[src/rtl/tmr_ctrl_pkg.sv]
`default_nettype none
// ============================================================================
//  Module   : tmr_ctrl_pkg
//  Purpose  : Shared constants and types for the TMR recovery controller.
//             - FSM state encodings (debug-visible on ctrl_state)
//             - Voter agreement pattern constants
//             - Core identifiers used on resync_core
//             - Decoded fault classification record
//  Revision : 1.0  initial release
// ============================================================================
package tmr_ctrl_pkg;

    // FSM state encodings
    localparam logic [2:0] ST_RUN         = 3'd0;
    localparam logic [2:0] ST_RESYNC      = 3'd1;
    localparam logic [2:0] ST_ROLLBACK    = 3'd2;
    localparam logic [2:0] ST_HOLD_SETTLE = 3'd3;
    localparam logic [2:0] ST_FATAL       = 3'd4;

    // Voter agreement vector {A==B, B==C, A==C}
    localparam logic [2:0] AGREE = 3'b111;
    localparam logic [2:0] A_BAD = 3'b010;
    localparam logic [2:0] B_BAD = 3'b001;
    localparam logic [2:0] C_BAD = 3'b100;

    // Core identifiers
    localparam logic [1:0] CORE_A    = 2'd0;
    localparam logic [1:0] CORE_B    = 2'd1;
    localparam logic [1:0] CORE_C    = 2'd2;
    localparam logic [1:0] CORE_NONE = 2'd3;

    // One decoded voter sample
    typedef struct packed {
        logic       agree;      // all three cores agree
        logic       no_maj;     // no usable majority
        logic       bad_valid;  // exactly one core disagrees
        logic [1:0] bad_id;     // which core, CORE_NONE when !bad_valid
    } fault_class_t;

    // Counter width helper: never returns less than one bit
    function automatic int unsigned clog2_min1(input int unsigned v);
        int unsigned w;
        w = $clog2(v);
        return (w < 1) ? 1 : w;
    endfunction

endpackage
`default_nettype wire

[src/rtl/tmr_fault_classifier.sv]
`default_nettype none
// ============================================================================
//  Module   : tmr_fault_classifier
//  Purpose  : Combinational decode of the voter agreement vector.
//  Ports    : voter_state  in   3   {A==B, B==C, A==C}
//             fclass       out  --  {agree, no_maj, bad_valid, bad_id}
//  Revision : 1.0  initial release
// ============================================================================
module tmr_fault_classifier
    import tmr_ctrl_pkg::*;
(
    input  logic [2:0]   voter_state,
    output fault_class_t fclass
);

    // Patterns 011/101/110 are impossible with a consistent equality vector
    // (two equalities imply the third); they fall into the no-majority default
    // so the controller reacts conservatively.
    always_comb begin
        fclass.agree     = 1'b0;
        fclass.no_maj    = 1'b1;
        fclass.bad_valid = 1'b0;
        fclass.bad_id    = CORE_NONE;
        case (voter_state)
            AGREE: begin
                fclass.agree  = 1'b1;
                fclass.no_maj = 1'b0;
            end
            A_BAD: begin
                fclass.no_maj    = 1'b0;
                fclass.bad_valid = 1'b1;
                fclass.bad_id    = CORE_A;
            end
            B_BAD: begin
                fclass.no_maj    = 1'b0;
                fclass.bad_valid = 1'b1;
                fclass.bad_id    = CORE_B;
            end
            C_BAD: begin
                fclass.no_maj    = 1'b0;
                fclass.bad_valid = 1'b1;
                fclass.bad_id    = CORE_C;
            end
            default: ;
        endcase
    end

endmodule
`default_nettype wire

[src/rtl/tmr_recovery_ctrl.sv]
`default_nettype none
// ============================================================================
//  Module   : tmr_recovery_ctrl
//  Purpose  : Supervisory FSM for triple-redundant cores. Keeps the last
//             fully agreed PC as checkpoint, resyncs a persistently faulty
//             core, rolls all cores back on loss of majority and escalates
//             to FATAL after bounded retries.
//  Ports    : clk, rst_in (async, active low)
//             voter_state[2:0], pc_top[31:0], resync_done, clear_fatal
//             core_hold, rollback_en, rollback_pc[31:0], resync_req,
//             resync_core[1:0], faulty_mask[2:0], fatal_err,
//             fault_count[CNT_W-1:0], ctrl_state[2:0]
//  Revision : 1.0  initial release
// ============================================================================
module tmr_recovery_ctrl
    import tmr_ctrl_pkg::*;
#(
    parameter int unsigned PERSIST_THRESH  = 4,
    parameter int unsigned ROLLBACK_CYCLES = 3,
    parameter int unsigned MAX_RETRY       = 2,
    parameter int unsigned CLEAN_CYCLES    = 8,
    parameter int unsigned CNT_W           = 16,
    parameter logic [31:0] RESET_PC        = 32'h0
) (
    input  logic             clk,
    input  logic             rst_in,
    input  logic [2:0]       voter_state,
    input  logic [31:0]      pc_top,
    input  logic             resync_done,
    input  logic             clear_fatal,
    output logic             core_hold,
    output logic             rollback_en,
    output logic [31:0]      rollback_pc,
    output logic             resync_req,
    output logic [1:0]       resync_core,
    output logic [2:0]       faulty_mask,
    output logic             fatal_err,
    output logic [CNT_W-1:0] fault_count,
    output logic [2:0]       ctrl_state
);

    localparam int unsigned PW = clog2_min1(PERSIST_THRESH + 1);
    localparam int unsigned CW = clog2_min1(CLEAN_CYCLES + 1);
    localparam int unsigned RW = clog2_min1(MAX_RETRY + 1);
    localparam int unsigned BW = clog2_min1(ROLLBACK_CYCLES);

    localparam logic [PW-1:0] c_persist_thresh = PW'(PERSIST_THRESH);
    localparam logic [CW-1:0] c_clean_max      = CW'(CLEAN_CYCLES);
    localparam logic [RW-1:0] c_max_retry      = RW'(MAX_RETRY);
    // Down-counter runs LOAD..0 inclusive, giving ROLLBACK_CYCLES cycles
    localparam logic [BW-1:0] c_rb_load        = BW'(ROLLBACK_CYCLES - 1);

    fault_class_t fclass;

    tmr_fault_classifier u_classifier (
        .voter_state (voter_state),
        .fclass      (fclass)
    );

    logic [2:0]       state_q,       state_d;
    logic [31:0]      rollback_pc_q, rollback_pc_d;
    logic [PW-1:0]    persist_q,     persist_d;
    logic [1:0]       prev_bad_q,    prev_bad_d;
    logic [CW-1:0]    clean_q,       clean_d;
    logic [RW-1:0]    retry_q,       retry_d;
    logic [BW-1:0]    rb_cnt_q,      rb_cnt_d;
    logic [1:0]       resync_id_q,   resync_id_d;
    logic [2:0]       faulty_mask_q, faulty_mask_d;
    logic [CNT_W-1:0] fault_count_q, fault_count_d;
    logic             core_hold_q,   core_hold_d;
    logic             rollback_en_q, rollback_en_d;
    logic             resync_req_q,  resync_req_d;
    logic [1:0]       resync_core_q, resync_core_d;
    logic             fatal_err_q,   fatal_err_d;

    always_comb begin
        state_d       = state_q;
        rollback_pc_d = rollback_pc_q;
        persist_d     = persist_q;
        prev_bad_d    = prev_bad_q;
        clean_d       = clean_q;
        retry_d       = retry_q;
        rb_cnt_d      = rb_cnt_q;
        resync_id_d   = resync_id_q;
        faulty_mask_d = faulty_mask_q;
        fault_count_d = fault_count_q;

        case (state_q)
            ST_RUN: begin
                if (!fclass.agree && !(&fault_count_q)) begin
                    fault_count_d = fault_count_q + CNT_W'(1);
                end

                if (fclass.agree) begin
                    rollback_pc_d = pc_top;
                    persist_d     = '0;
                    if (clean_q != c_clean_max) begin
                        clean_d = clean_q + CW'(1);
                    end
                    if (clean_d == c_clean_max) begin
                        retry_d = '0;
                    end
                end else if (fclass.no_maj) begin
                    // Loss of majority outranks a pending single-core threshold
                    clean_d   = '0;
                    persist_d = '0;
                    if (retry_q == c_max_retry) begin
                        state_d = ST_FATAL;
                    end else begin
                        retry_d  = retry_q + RW'(1);
                        rb_cnt_d = c_rb_load;
                        state_d  = ST_ROLLBACK;
                    end
                end else begin
                    clean_d    = '0;
                    prev_bad_d = fclass.bad_id;
                    // After an agree/rollback persist is 0, so +1 also covers
                    // the "fresh fault" case for a repeated core id.
                    if (fclass.bad_id == prev_bad_q) begin
                        persist_d = persist_q + PW'(1);
                    end else begin
                        persist_d = PW'(1);
                    end
                    if (persist_d >= c_persist_thresh) begin
                        faulty_mask_d = faulty_mask_q | (3'b001 << fclass.bad_id);
                        resync_id_d   = fclass.bad_id;
                        // Fault is being handled; restart persistence tracking
                        persist_d     = '0;
                        state_d       = ST_RESYNC;
                    end
                end
            end

            ST_RESYNC: begin
                if (resync_done) begin
                    state_d = ST_RUN;
                end
            end

            ST_ROLLBACK: begin
                if (rb_cnt_q == '0) begin
                    state_d = ST_HOLD_SETTLE;
                end else begin
                    rb_cnt_d = rb_cnt_q - BW'(1);
                end
            end

            ST_HOLD_SETTLE: begin
                state_d = ST_RUN;
            end

            ST_FATAL: begin
                if (clear_fatal) begin
                    retry_d   = '0;
                    persist_d = '0;
                    state_d   = ST_RUN;
                end
            end

            default: begin
                state_d = ST_RUN;
            end
        endcase

        // Control outputs are a function of the next state, then registered
        core_hold_d   = (state_d != ST_RUN);
        rollback_en_d = (state_d == ST_ROLLBACK);
        resync_req_d  = (state_d == ST_RESYNC);
        resync_core_d = (state_d == ST_RESYNC) ? resync_id_d : CORE_NONE;
        fatal_err_d   = (state_d == ST_FATAL);
    end

    always_ff @(posedge clk or negedge rst_in) begin
        if (!rst_in) begin
            state_q       <= ST_RUN;
            rollback_pc_q <= RESET_PC;
            persist_q     <= '0;
            prev_bad_q    <= CORE_NONE;
            clean_q       <= '0;
            retry_q       <= '0;
            rb_cnt_q      <= '0;
            resync_id_q   <= CORE_NONE;
            faulty_mask_q <= '0;
            fault_count_q <= '0;
            core_hold_q   <= 1'b0;
            rollback_en_q <= 1'b0;
            resync_req_q  <= 1'b0;
            resync_core_q <= CORE_NONE;
            fatal_err_q   <= 1'b0;
        end else begin
            state_q       <= state_d;
            rollback_pc_q <= rollback_pc_d;
            persist_q     <= persist_d;
            prev_bad_q    <= prev_bad_d;
            clean_q       <= clean_d;
            retry_q       <= retry_d;
            rb_cnt_q      <= rb_cnt_d;
            resync_id_q   <= resync_id_d;
            faulty_mask_q <= faulty_mask_d;
            fault_count_q <= fault_count_d;
            core_hold_q   <= core_hold_d;
            rollback_en_q <= rollback_en_d;
            resync_req_q  <= resync_req_d;
            resync_core_q <= resync_core_d;
            fatal_err_q   <= fatal_err_d;
        end
    end

    assign core_hold   = core_hold_q;
    assign rollback_en = rollback_en_q;
    assign rollback_pc = rollback_pc_q;
    assign resync_req  = resync_req_q;
    assign resync_core = resync_core_q;
    assign faulty_mask = faulty_mask_q;
    assign fatal_err   = fatal_err_q;
    assign fault_count = fault_count_q;
    assign ctrl_state  = state_q;

endmodule
`default_nettype wire

[config.mk]
export PLATFORM = sky130hd
export DESIGN_NAME = tmr_recovery_ctrl
export DESIGN_NICKNAME = d
export VERILOG_FILES = /design/src/rtl/tmr_ctrl_pkg.sv /design/src/rtl/tmr_fault_classifier.sv /design/src/rtl/tmr_recovery_ctrl.sv
export SDC_FILE = /design/constraint.sdc
export NUM_CORES = 1
export LEC_CHECK = 0
export CAP_MARGIN = 20
export CORE_ASPECT_RATIO = 0.6
export CORE_MARGIN = 2
export CORE_UTILIZATION = 56
export DETAILED_ROUTE_END_ITERATION = 10
export DONT_BUFFER_PORTS = 1
export PLACE_DENSITY = 0.86
export SYNTH_ARGS = -nofsm -noshare
export SYNTH_HDL_FRONTEND = slang
export SYNTH_SLANG_ARGS = --single-unit
[constraint.sdc]
create_clock -name clk -period 2 [get_ports clk]
set_clock_uncertainty 0.2 [all_clocks]
set_input_delay 0.4 -clock clk [delete_from_list [all_inputs] [get_ports clk]]
set_output_delay 0.4 -clock clk [all_outputs]
set_load 0.01 [all_outputs]
=== After elaboration in Yosys (flattened, before gate mapping) ===
Index checks and enable logic that the tools add are counted.

* Output and inout bits: 60
* Register bits after elaboration: 75

* $lt $le $gt $ge: 1
* Reductions and logical operators: 17
* Bitwise operators: 2
* Equality and inequality tests: 22
* Muxes and demuxes: 39
* Shift-type cells: 1
* Add/subtract/negate cells: 5

{| class="wikitable"
|+ Operators with widths
! kind !! number
|-
| 3-bit two-way mux || 15
|-
| 2-bit two-way mux || 14
|-
| 16-bit by 1-bit adder with 16-bit output, second input constant || 1
|-
| 4-bit two-way mux || 4
|-
| 16-bit AND reduction || 1
|-
| 3-bit equality test, second input constant || 4
|-
| 3-bit case mux with 4 select lines || 1
|-
| 2-bit != test, second input constant || 5
|-
| 5-bit AND reduction || 2
|-
| 3-bit by 1-bit equality test with 1-bit output, second input constant || 3
|-
| 3-bit by 2-bit equality test with 1-bit output, second input constant || 3
|-
| 3-bit != test, second input constant || 3
|-
| 2-bit case mux with 2 select lines || 2
|-
| 2-bit case mux with 3 select lines || 1
|-
| 3-bit case mux with 2 select lines || 1
|-
| 2-bit AND reduction || 3
|-
| 4-bit by 1-bit adder with 4-bit output, second input constant || 1
|-
| 4-bit equality test, second input constant || 1
|-
| 4-bit != test, second input constant || 1
|-
| 4-bit AND reduction || 1
|-
| 2-bit nonzero test || 2
|-
| 4-bit OR reduction || 1
|-
| 3-bit by 1-bit adder with 3-bit output, second input constant || 1
|-
| 3-bit >= comparator, second input constant || 1
|-
| 14 further kinds || 15
|}

=== Logic depth before layout (Yosys ltp) ===
Gate-level depths: netlist of the first run.

* Word-level depth: 14
* Mapped depth: 7
* Mapped depth without buffers: 7

=== Cells and area by module ===
From an unflattened synthesis of the first run, not the netlist that was laid out.

* Cell total of the unflattened synthesis: 277
* Area, all modules: 3409.5 um2

{| class="wikitable"
|+ Modules (own cells, without submodules)
! module !! area an instance (um2) !! cells an instance !! sequential area each (um2) !! instances
|-
| tmr_recovery_ctrl || 3348.2 || 269 || 1884.3 || 1
|-
| tmr_fault_classifier || 61.3 || 8 || 0.0 || 1
|}

=== Worst setup path after synthesis of the first run ===
No wires, ideal clock.

* Kind: register to register
* Start point: reg state_q[0], in the netlist ctrl_state[0]
* End point: reg rollback_pc_q[10], in the netlist rollback_pc[10]
* Library setup time: 0.125 ns
* Period minus slack after synthesis: 2.172 ns
* Arrival time: 1.847 ns
* Data required time: 1.675 ns
* Cell stages (with the launch flop): 6
* Path slack: -0.172 ns
* Buffers on the path: 2
* Cells stage by stage: dfrtp_1 -> or3_1 -> buf_2 -> nor2_2 -> buf_2 -> mux2_2

* Longest elaborated chain between the ends: 2

{| class="wikitable"
|+ Ends and longest elaborated chain
! what !! line !! source
|-
| start: declaration || tmr_recovery_ctrl.sv:60 || <nowiki>logic [2:0] state_q, state_d;</nowiki>
|-
| start signal: assignment || tmr_recovery_ctrl.sv:191 || <nowiki>state_q <= state_d;</nowiki>
|-
| 3-bit zero test || tmr_recovery_ctrl.sv:88 || <nowiki>case (state_q)</nowiki>
|-
| 2-bit AND reduction (no source line) || n/a ||
|-
| end signal: assignment || tmr_recovery_ctrl.sv:192 || <nowiki>rollback_pc_q <= rollback_pc_d;</nowiki>
|-
| end: declaration || tmr_recovery_ctrl.sv:61 || <nowiki>logic [31:0] rollback_pc_q, rollback_pc_d;</nowiki>
|}

No other way between the ends.
A chain may end at the register's enable or synchronous reset.

=== Final worst setup path of the first run ===
* Start point: reg prev_bad_q[0]
* End point: reg resync_id_q[0]

* Longest elaborated chain between the ends: 10

{| class="wikitable"
|+ Ends and longest elaborated chain
! what !! line !! source
|-
| start: declaration || tmr_recovery_ctrl.sv:63 || <nowiki>logic [1:0] prev_bad_q, prev_bad_d;</nowiki>
|-
| start signal: assignment || tmr_recovery_ctrl.sv:194 || <nowiki>prev_bad_q <= prev_bad_d;</nowiki>
|-
| 2-bit equality test || tmr_recovery_ctrl.sv:119 || <nowiki>if (fclass.bad_id == prev_bad_q) begin</nowiki>
|-
| 3-bit two-way mux || tmr_recovery_ctrl.sv:119 ||
|-
| 3-bit two-way mux || tmr_recovery_ctrl.sv:103 || <nowiki>end else if (fclass.no_maj) begin</nowiki>
|-
| 3-bit two-way mux || tmr_recovery_ctrl.sv:94 || <nowiki>if (fclass.agree) begin</nowiki>
|-
| 3-bit two-way mux || tmr_recovery_ctrl.sv:88 ||
|-
| 3-bit >= comparator || tmr_recovery_ctrl.sv:124 || <nowiki>if (persist_d >= c_persist_thresh) begin</nowiki>
|-
| 2-bit two-way mux || tmr_recovery_ctrl.sv:124 ||
|-
| 2-bit two-way mux || tmr_recovery_ctrl.sv:103 ||
|-
| 2-bit two-way mux || tmr_recovery_ctrl.sv:94 ||
|-
| 2-bit two-way mux || tmr_recovery_ctrl.sv:88 ||
|-
| via resync_id_d[0] || tmr_recovery_ctrl.sv:67 || <nowiki>logic [1:0] resync_id_q, resync_id_d;</nowiki>
|-
| end signal: assignment || tmr_recovery_ctrl.sv:198 || <nowiki>resync_id_q <= resync_id_d;</nowiki>
|-
| end: declaration || tmr_recovery_ctrl.sv:67 ||
|}

The timed path passes the listed nets, and every way through them passes these cells. The select of a mux whose other input is x is not followed.

==> impl_metrics.tcl, run 1 <==
set metrics [dict create \
    setup.worst_path.start "prev_bad_q[0]" \
    max-vdd-ir-drop_uv 1000 \
    ios 99 \
    grt.overflow.total 0 \
    grt_pass1_wl_mm 12.0 \
    fmax_mhz 483 \
    yosys_warnings 0 \
    pwr-share-seq_pct 44.1 \
    start_util_pct 59.2 \
    cts_root_buf "clkbuf_8" \
    diodes 0 \
    powerDensity_mw_per_mm2 1350 \
    final_nets 395 \
    dr.pass1.iters 4 \
    synthFlopType "dfrtp_1" \
    power_leakage_uw 0.00197 \
    final_common_cell "dfrtp_1" \
    clk_pin_slew_worst_paths_ps 80 \
    p_int_uw 3930 \
    drt-initial-drc-count 112 \
    syn_inst 284 \
    worstSetupEndpointType "register" \
    swShare_pct 33.5 \
    drc 0 \
    violations "hold timing, setup timing" \
    cts_max_level 3 \
    cp.arrival_ps 2150 \
    die_w_um 104 \
    status "finished, violations left" \
    worstSetupPathType "reg2reg" \
    hold_path_class "in2async" \
    cts_buffers 9 \
    synthArstFlopShare_pct 100 \
    syn_area_mm2 0.00336 \
    power.net_switching_uw 1980 \
    synth.avg_cell_area_um2 11.8 \
    clockBufferDepth 2 \
    preCtsSetupSlack_ps -163 \
    synth_edf_count 0 \
    dpl.hpwl_mm 4.79 \
    final.period_utilization_pct 104 \
    synthToLayoutAreaGrowth_pct 30.0 \
    rsz0062_at_grt "yes" \
    drv_slew 0 \
    hold_violations 77 \
    wl_per_cell_um 17.5 \
    worstMarginPinSlew_ps 405 \
    placeableCoreArea_mm2 0.00568 \
    reg2reg_slack_ps -70 \
    critPathLaunchType "register" \
    grt_max_degree 76 \
    grt_util_all_layers_pct 23.0 \
    r2r_start "prev_bad_q[0]" \
    cts.sinks 75 \
    cts_tree "yes" \
    most-common-layout-cells "dfrtp_1, mux2_2, dlygate4sd3_1, buf_4, nand2_1" \
    relSlewSlack_pct 72.9 \
    ff2ff_path_depth 4 \
    grt_pass1_vias 2438 \
    clkLatencyLatePin_ps 340 \
    die_area_mm2 0.00666 \
    yosys.cell_types.count 51 \
    ant_nets 0 \
    vias 2462 \
    syn-num-nets 329 \
    worst-path-max-fanout 6 \
    combPwrFrac_pct 31.7 \
    clkPwrFrac_pct 24.2 \
    ys_ff_latch 75 \
    hold_slack_ps -454 \
    rows 21 \
    fin_setup_tns_ps -196 \
    gp_congestion 0.848 \
    antenna_found_initial 0 \
    wl_mm 7.60 \
    drv_cap 0 \
    die_h_um 64.0 \
    fin_ws_ps -72.2 \
    setup_violations 5 \
    fin_crit_ps 2070 \
    port_buffers 0 \
    drive_gt1_share_pct 32.1 \
    cp.required_ps 2070 \
    rr_endpoint "resync_id_q[0]" \
    synth_seq_area_share_pct 56.0 \
    viasPerCell 5.66 \
]
[metal layers]
layer	wire (um)	up-vias	track usage [%]
met5	0	-	0
met2	3470	99	34.9
met4	112	0	6.42
met1	3360	1209	30.3
met3	665	13	10.1
li1	-	1141	-
[worst max path at each step]
stage                       to  slack, ps
5_1_grt        fault_count[13]       -120
6_report        resync_id_q[0]        -70
2_1_floorplan   resync_id_q[0]        -70
3_3_place_gp    resync_id_q[0]       -120
3_5_place_dp    faulty_mask[0]       -160
4_1_cts         faulty_mask[0]        -70
[registers in the layout (all words and copies together), names as in the netlist]
register	cells
resync_id_q	2
persist_q	3
core_hold	1
retry_q	2
fatal_err	1
faulty_mask	3
rollback_pc	32
resync_core	2
rb_cnt_q	2
ctrl_state	3
resync_req	1
clean_q	4
prev_bad_q	2
rollback_en	1
fault_count	16
[power groups by stage]
stage	clock network [uW]	logic [uW]	registers (uW)
2_1_floorplan	0	1080	2640
3_3_place_gp	0	1570	2610
3_5_place_dp	0	1670	2630
4_1_cts	1460	1740	2620
5_1_grt	1540	2060	2670
6_report	1430	1870	2610
[layout make-up]
class                           count  area (um2)
Tap cell                           80         100
Sequential cell                    75        1890
Fill cell                         387        1300
Clock buffer                       12         155
Clock inverter                      4        97.6
Inverter                           12        45.0
Timing Repair Buffer               63         582
Multi-Input combinational cell    189        1500
[what timing repair did]
item | in CTS | in global routing
pin swaps | 3 | 6
cloned | 0 | 1
buffers inserted | 2 | 3
gates resized for setup | 7 | 16
endpoints found under the hold margin | 99 | 85
hold buffers | 22 | 8
setup endpoints to repair | 12 | 54
[cell usage after synthesis (2+ instances only)]
library cell	instances	area [um2]
dfrtp_1	69	1730
mux2_2	33	372
nand2_1	23	86.3
nor2_1	16	60.1
xor2_1	13	114
inv_1	12	45.0
o21ai_0	11	55.1
a21oi_1	8	40.0
nand3_1	7	35.0
and2_1	6	37.5
dfstp_2	6	158
ha_1	6	75.1
xnor2_1	6	52.6
buf_2	5	25.0
nand4_1	5	31.3
nor3_1	5	25.0
o31ai_1	4	30.0
a211oi_1	3	22.5
and3_1	3	18.8
nor3b_1	3	22.5
o21a_1	3	22.5
a21o_1	2	15.0
and4_1	2	17.5
clkbuf_1	2	7.51
nand2b_1	2	12.5
nor3_2	2	20.0
o41ai_1	2	17.5
or3_1	2	12.5
[through the flow]
step / utilization (%) / cell area, um2 / power, uW / cells / hold WS [ps]
4_1_cts: 73.5 / 4170 / 5820 / 424 / -469
3_5_place_dp: 64.4 / 3660 / 4300 / 384 / -94.2
2_1_floorplan: - / 3400 / 3720 / 284 / -95.6
5_1_grt: 77.0 / 4370 / 6270 / 435 / -479
6_report: 77.0 / 4370 / 5920 / 435 / -454
3_3_place_gp: 64.4 / 3660 / 4180 / 384 / -94.6
[cells by family (layout without fill, tap and decap cells)]
kind of cell	count (synthesis)	after routing	synth area share (%)
mux	34	34	11.5
simple gates	84	84	13.4
compound gates	46	46	9.38
xor+xnor	19	19	4.95
fa+ha+maj	6	6	2.23
buf+inv	20	91	2.53
flops	75	75	56.0
[critical path, stage by stage, from the launching register on]
cell,delay (ps)
dfstp_2,370
or4b_1,470
a2bb2oi_1,160
a2111o_1,470
mux2_4,330
No activity file was read; power rests on OpenSTA's default activity.
==> inputs of run 2 (changes only) <==
--- a/config.mk
+++ b/config.mk
@@ -5,13 +5,13 @@
 export SDC_FILE = /design/constraint.sdc
 export NUM_CORES = 1
 export LEC_CHECK = 0
-export CAP_MARGIN = 20
 export CORE_ASPECT_RATIO = 0.6
 export CORE_MARGIN = 2
 export CORE_UTILIZATION = 56
 export DETAILED_ROUTE_END_ITERATION = 10
 export DONT_BUFFER_PORTS = 1
-export PLACE_DENSITY = 0.86
+export GPL_ROUTABILITY_DRIVEN = 0
+export PLACE_DENSITY = 0.83
 export SYNTH_ARGS = -nofsm -noshare
 export SYNTH_HDL_FRONTEND = slang
 export SYNTH_SLANG_ARGS = --single-unit
==> constraint.sdc (replaced) <==
create_clock -name clk -period 2.36 [get_ports clk]
set_clock_uncertainty 0.2 [all_clocks]
set_input_delay 0.472 -clock clk [delete_from_list [all_inputs] [get_ports clk]]
set_output_delay 0.472 -clock clk [all_outputs]
set_load 0.01 [all_outputs]
==> run 2 against run 1 <==
Effect of this change: final cell count down 12%; largest power group unchanged; clock power down 41%; worst hold slack better by 60 ps; register-to-register slack better by 200 ps; critical path type unchanged; sequential power down 12%; sequential share of layout area up 7.9 points; global-route usage down 1.5 points; non-clock buffer count down 53; largest cell class unchanged; critical path depth unchanged; setup slack better by 200 ps; the flow finishes with violations (hold timing); wire length down 15%.
==> impl_metrics.tcl, run 2 (synthesis gave the netlist of run 1 again) <==
set metrics [dict create \
    critPathLaunchType "register" \
    grt.overflow.total 0 \
    ant_nets 0 \
    regArea_mm2 0.00188 \
    drive_gt1_share_pct 22.6 \
    drt-initial-drc-count 99 \
    met3_usage_pct 10.8 \
    grt-busiest-layer "met2" \
    gr-usage-met2_pct 29.9 \
    max-vdd-ir-drop_uv 681 \
    clk_pin_slew_worst_paths_ps 80 \
    hold_slack_ps -395 \
    largest_reg_flops 32 \
    gr-usage-met1_pct 28.2 \
    combPwrFrac_pct 27.4 \
    clkLatencyLatePin_ps 350 \
    dpl_cell_area_mm2 0.00348 \
    rows 21 \
    swShare_pct 35.7 \
    clockBufferDepth 2 \
    ios 99 \
    wl_per_cell_um 17.0 \
    final_common_cell "dfrtp_1" \
    ff2ff_path_depth 4 \
    reg2reg_slack_ps 120 \
    setup_violations 0 \
    cts.sinks 75 \
    power_leakage_uw 0.00167 \
    multi_input_area_mm2 0.00140 \
    cts_tree "yes" \
    final_area_mm2 0.00368 \
    synthToLayoutAreaGrowth_pct 9.60 \
    vias 2201 \
    power.net_switching_uw 1540 \
    worstMarginPinSlew_ps 448 \
    fmax_mhz 447 \
    dpl.hpwl_mm 4.57 \
    p_int_uw 2770 \
    worst-path-max-fanout 6 \
    cp.required_ps 2380 \
    violations "hold timing" \
    die_h_um 64.0 \
    fillers 439 \
    cts-hold-fix-buffers 4 \
    final_nets 342 \
    wl_mm 6.47 \
    rr_endpoint "faulty_mask[0]" \
    cts_buffers 9 \
    port_buffers 0 \
    pwr-share-seq_pct 53.0 \
    cp.arrival_ps 2260 \
    viasPerCell 5.78 \
    start_util_pct 59.2 \
    antenna_found_initial 0 \
    grt_util_all_layers_pct 21.5 \
    relSlewSlack_pct 70.0 \
    hold_path_class "in2async" \
    dr.pass1.iters 4 \
    cts_root_buf "clkbuf_8" \
    placeableCoreArea_mm2 0.00568 \
    worstSetupPathType "reg2reg" \
    diodes 0 \
    status "finished, violations left" \
    grt_max_degree 76 \
    worstSetupEndpointType "register" \
    most-common-layout-cells "dfrtp_1, mux2_2, nand2_1" \
    cts_max_level 3 \
    die_w_um 104 \
    drv_slew 0 \
    final.period_utilization_pct 94.7 \
    drv_cap 0 \
    die_area_mm2 0.00666 \
    hold_violations 75 \
    rsz0062_at_grt "no" \
    drc 0 \
    r2r_start "prev_bad_q[0]" \
    clkPwrFrac_pct 19.6 \
    powerDensity_mw_per_mm2 1170 \
    grt_pass1_wl_mm 10.9 \
    fin_crit_ps 2240 \
    fin_setup_tns_ps 0 \
    grt_pass1_vias 2176 \
]
==> run 2: cell types whose count changed in the layout (fill, tap and decap cells not counted), sizes merged <==
cell         delta
buf            -26
dlygate4sd3    -26
bufinv          -3
clkinv          +3
clkbuf          -1
clkinvlp        -1
==> run 2: through the flow <==
stage	power, uW	cells	utilization [%]	setup slack [ps]
floorplan	3120	284	-	176
CTS	4330	381	64.8	95.4
finish	4310	381	64.9	125
global route	4610	381	64.9	66.0
global placement	3380	362	61.3	131
detailed placement	3450	362	61.3	35.2
==> run 2: power groups by stage <==
stage               registers, uW  clock network [uW]  logic [uW]
global route                 2350                 936        1330
finish                       2290                 844        1180
floorplan                    2230                   0         885
detailed placement           2310                   0        1140
CTS                          2290                 865        1180
global placement             2290                   0        1090
==> run 2: area by class of cell <==
cell class | instances | share of cell area (%)
clock buffers | 12 | 3.94
well taps | 80 | 2.72
multi-input cells | 189 | 37.9
clock inverters | 3 | 0.407
repair buffers | 10 | 2.65
inverters | 12 | 1.22
flip-flops and latches | 75 | 51.1
==> run 2: critical path, cell delays in order, from the launching register on <==
cell	delay [ps]
dfstp_2	400
or4b_1	480
a2bb2oi_1	160
a2111o_1	540
o41ai_1	330
==> run 2: routing by layer <==
| layer | wire length (um) | vias to the layer above |
|---|---|---|
| li1 | - | 1034 |
| met1 | 3000 | 1064 |
| met2 | 2850 | 90 |
| met3 | 500 | 13 |
| met4 | 119 | 0 |
| met5 | 0 | - |
==> run 2: what timing repair did <==
action / 4_1_cts / 5_1_grt
setup buffers: 0 / 0
hold endpoints to repair: 77 / 75
gates resized for setup: 0 / 1
endpoints found under the setup margin: 0 / 1
==> run 2: how the worst max path moves through the flow <==
stage | from | end | slack (ps)
after floorplan | voter_state[0] | resync_id_q[0] | 180
after global placement | voter_state[0] | resync_id_q[0] | 130
after detailed placement | voter_state[0] | faulty_mask[0] | 40
after CTS | ctrl_state[0] | fault_count[11] | 100
after global routing | prev_bad_q[0] | faulty_mask[0] | 70
final | prev_bad_q[0] | faulty_mask[0] | 120
==> inputs of run 3 (changes only) <==
--- a/config.mk
+++ b/config.mk
@@ -5,6 +5,7 @@
 export SDC_FILE = /design/constraint.sdc
 export NUM_CORES = 1
 export LEC_CHECK = 0
+export ABC_CLOCK_PERIOD_IN_PS = 2360
 export CORE_ASPECT_RATIO = 0.6
 export CORE_MARGIN = 2
 export CORE_UTILIZATION = 56
==> results of run 3 <==
No change in the layout: final DEF, timing and power equal those of run 2.
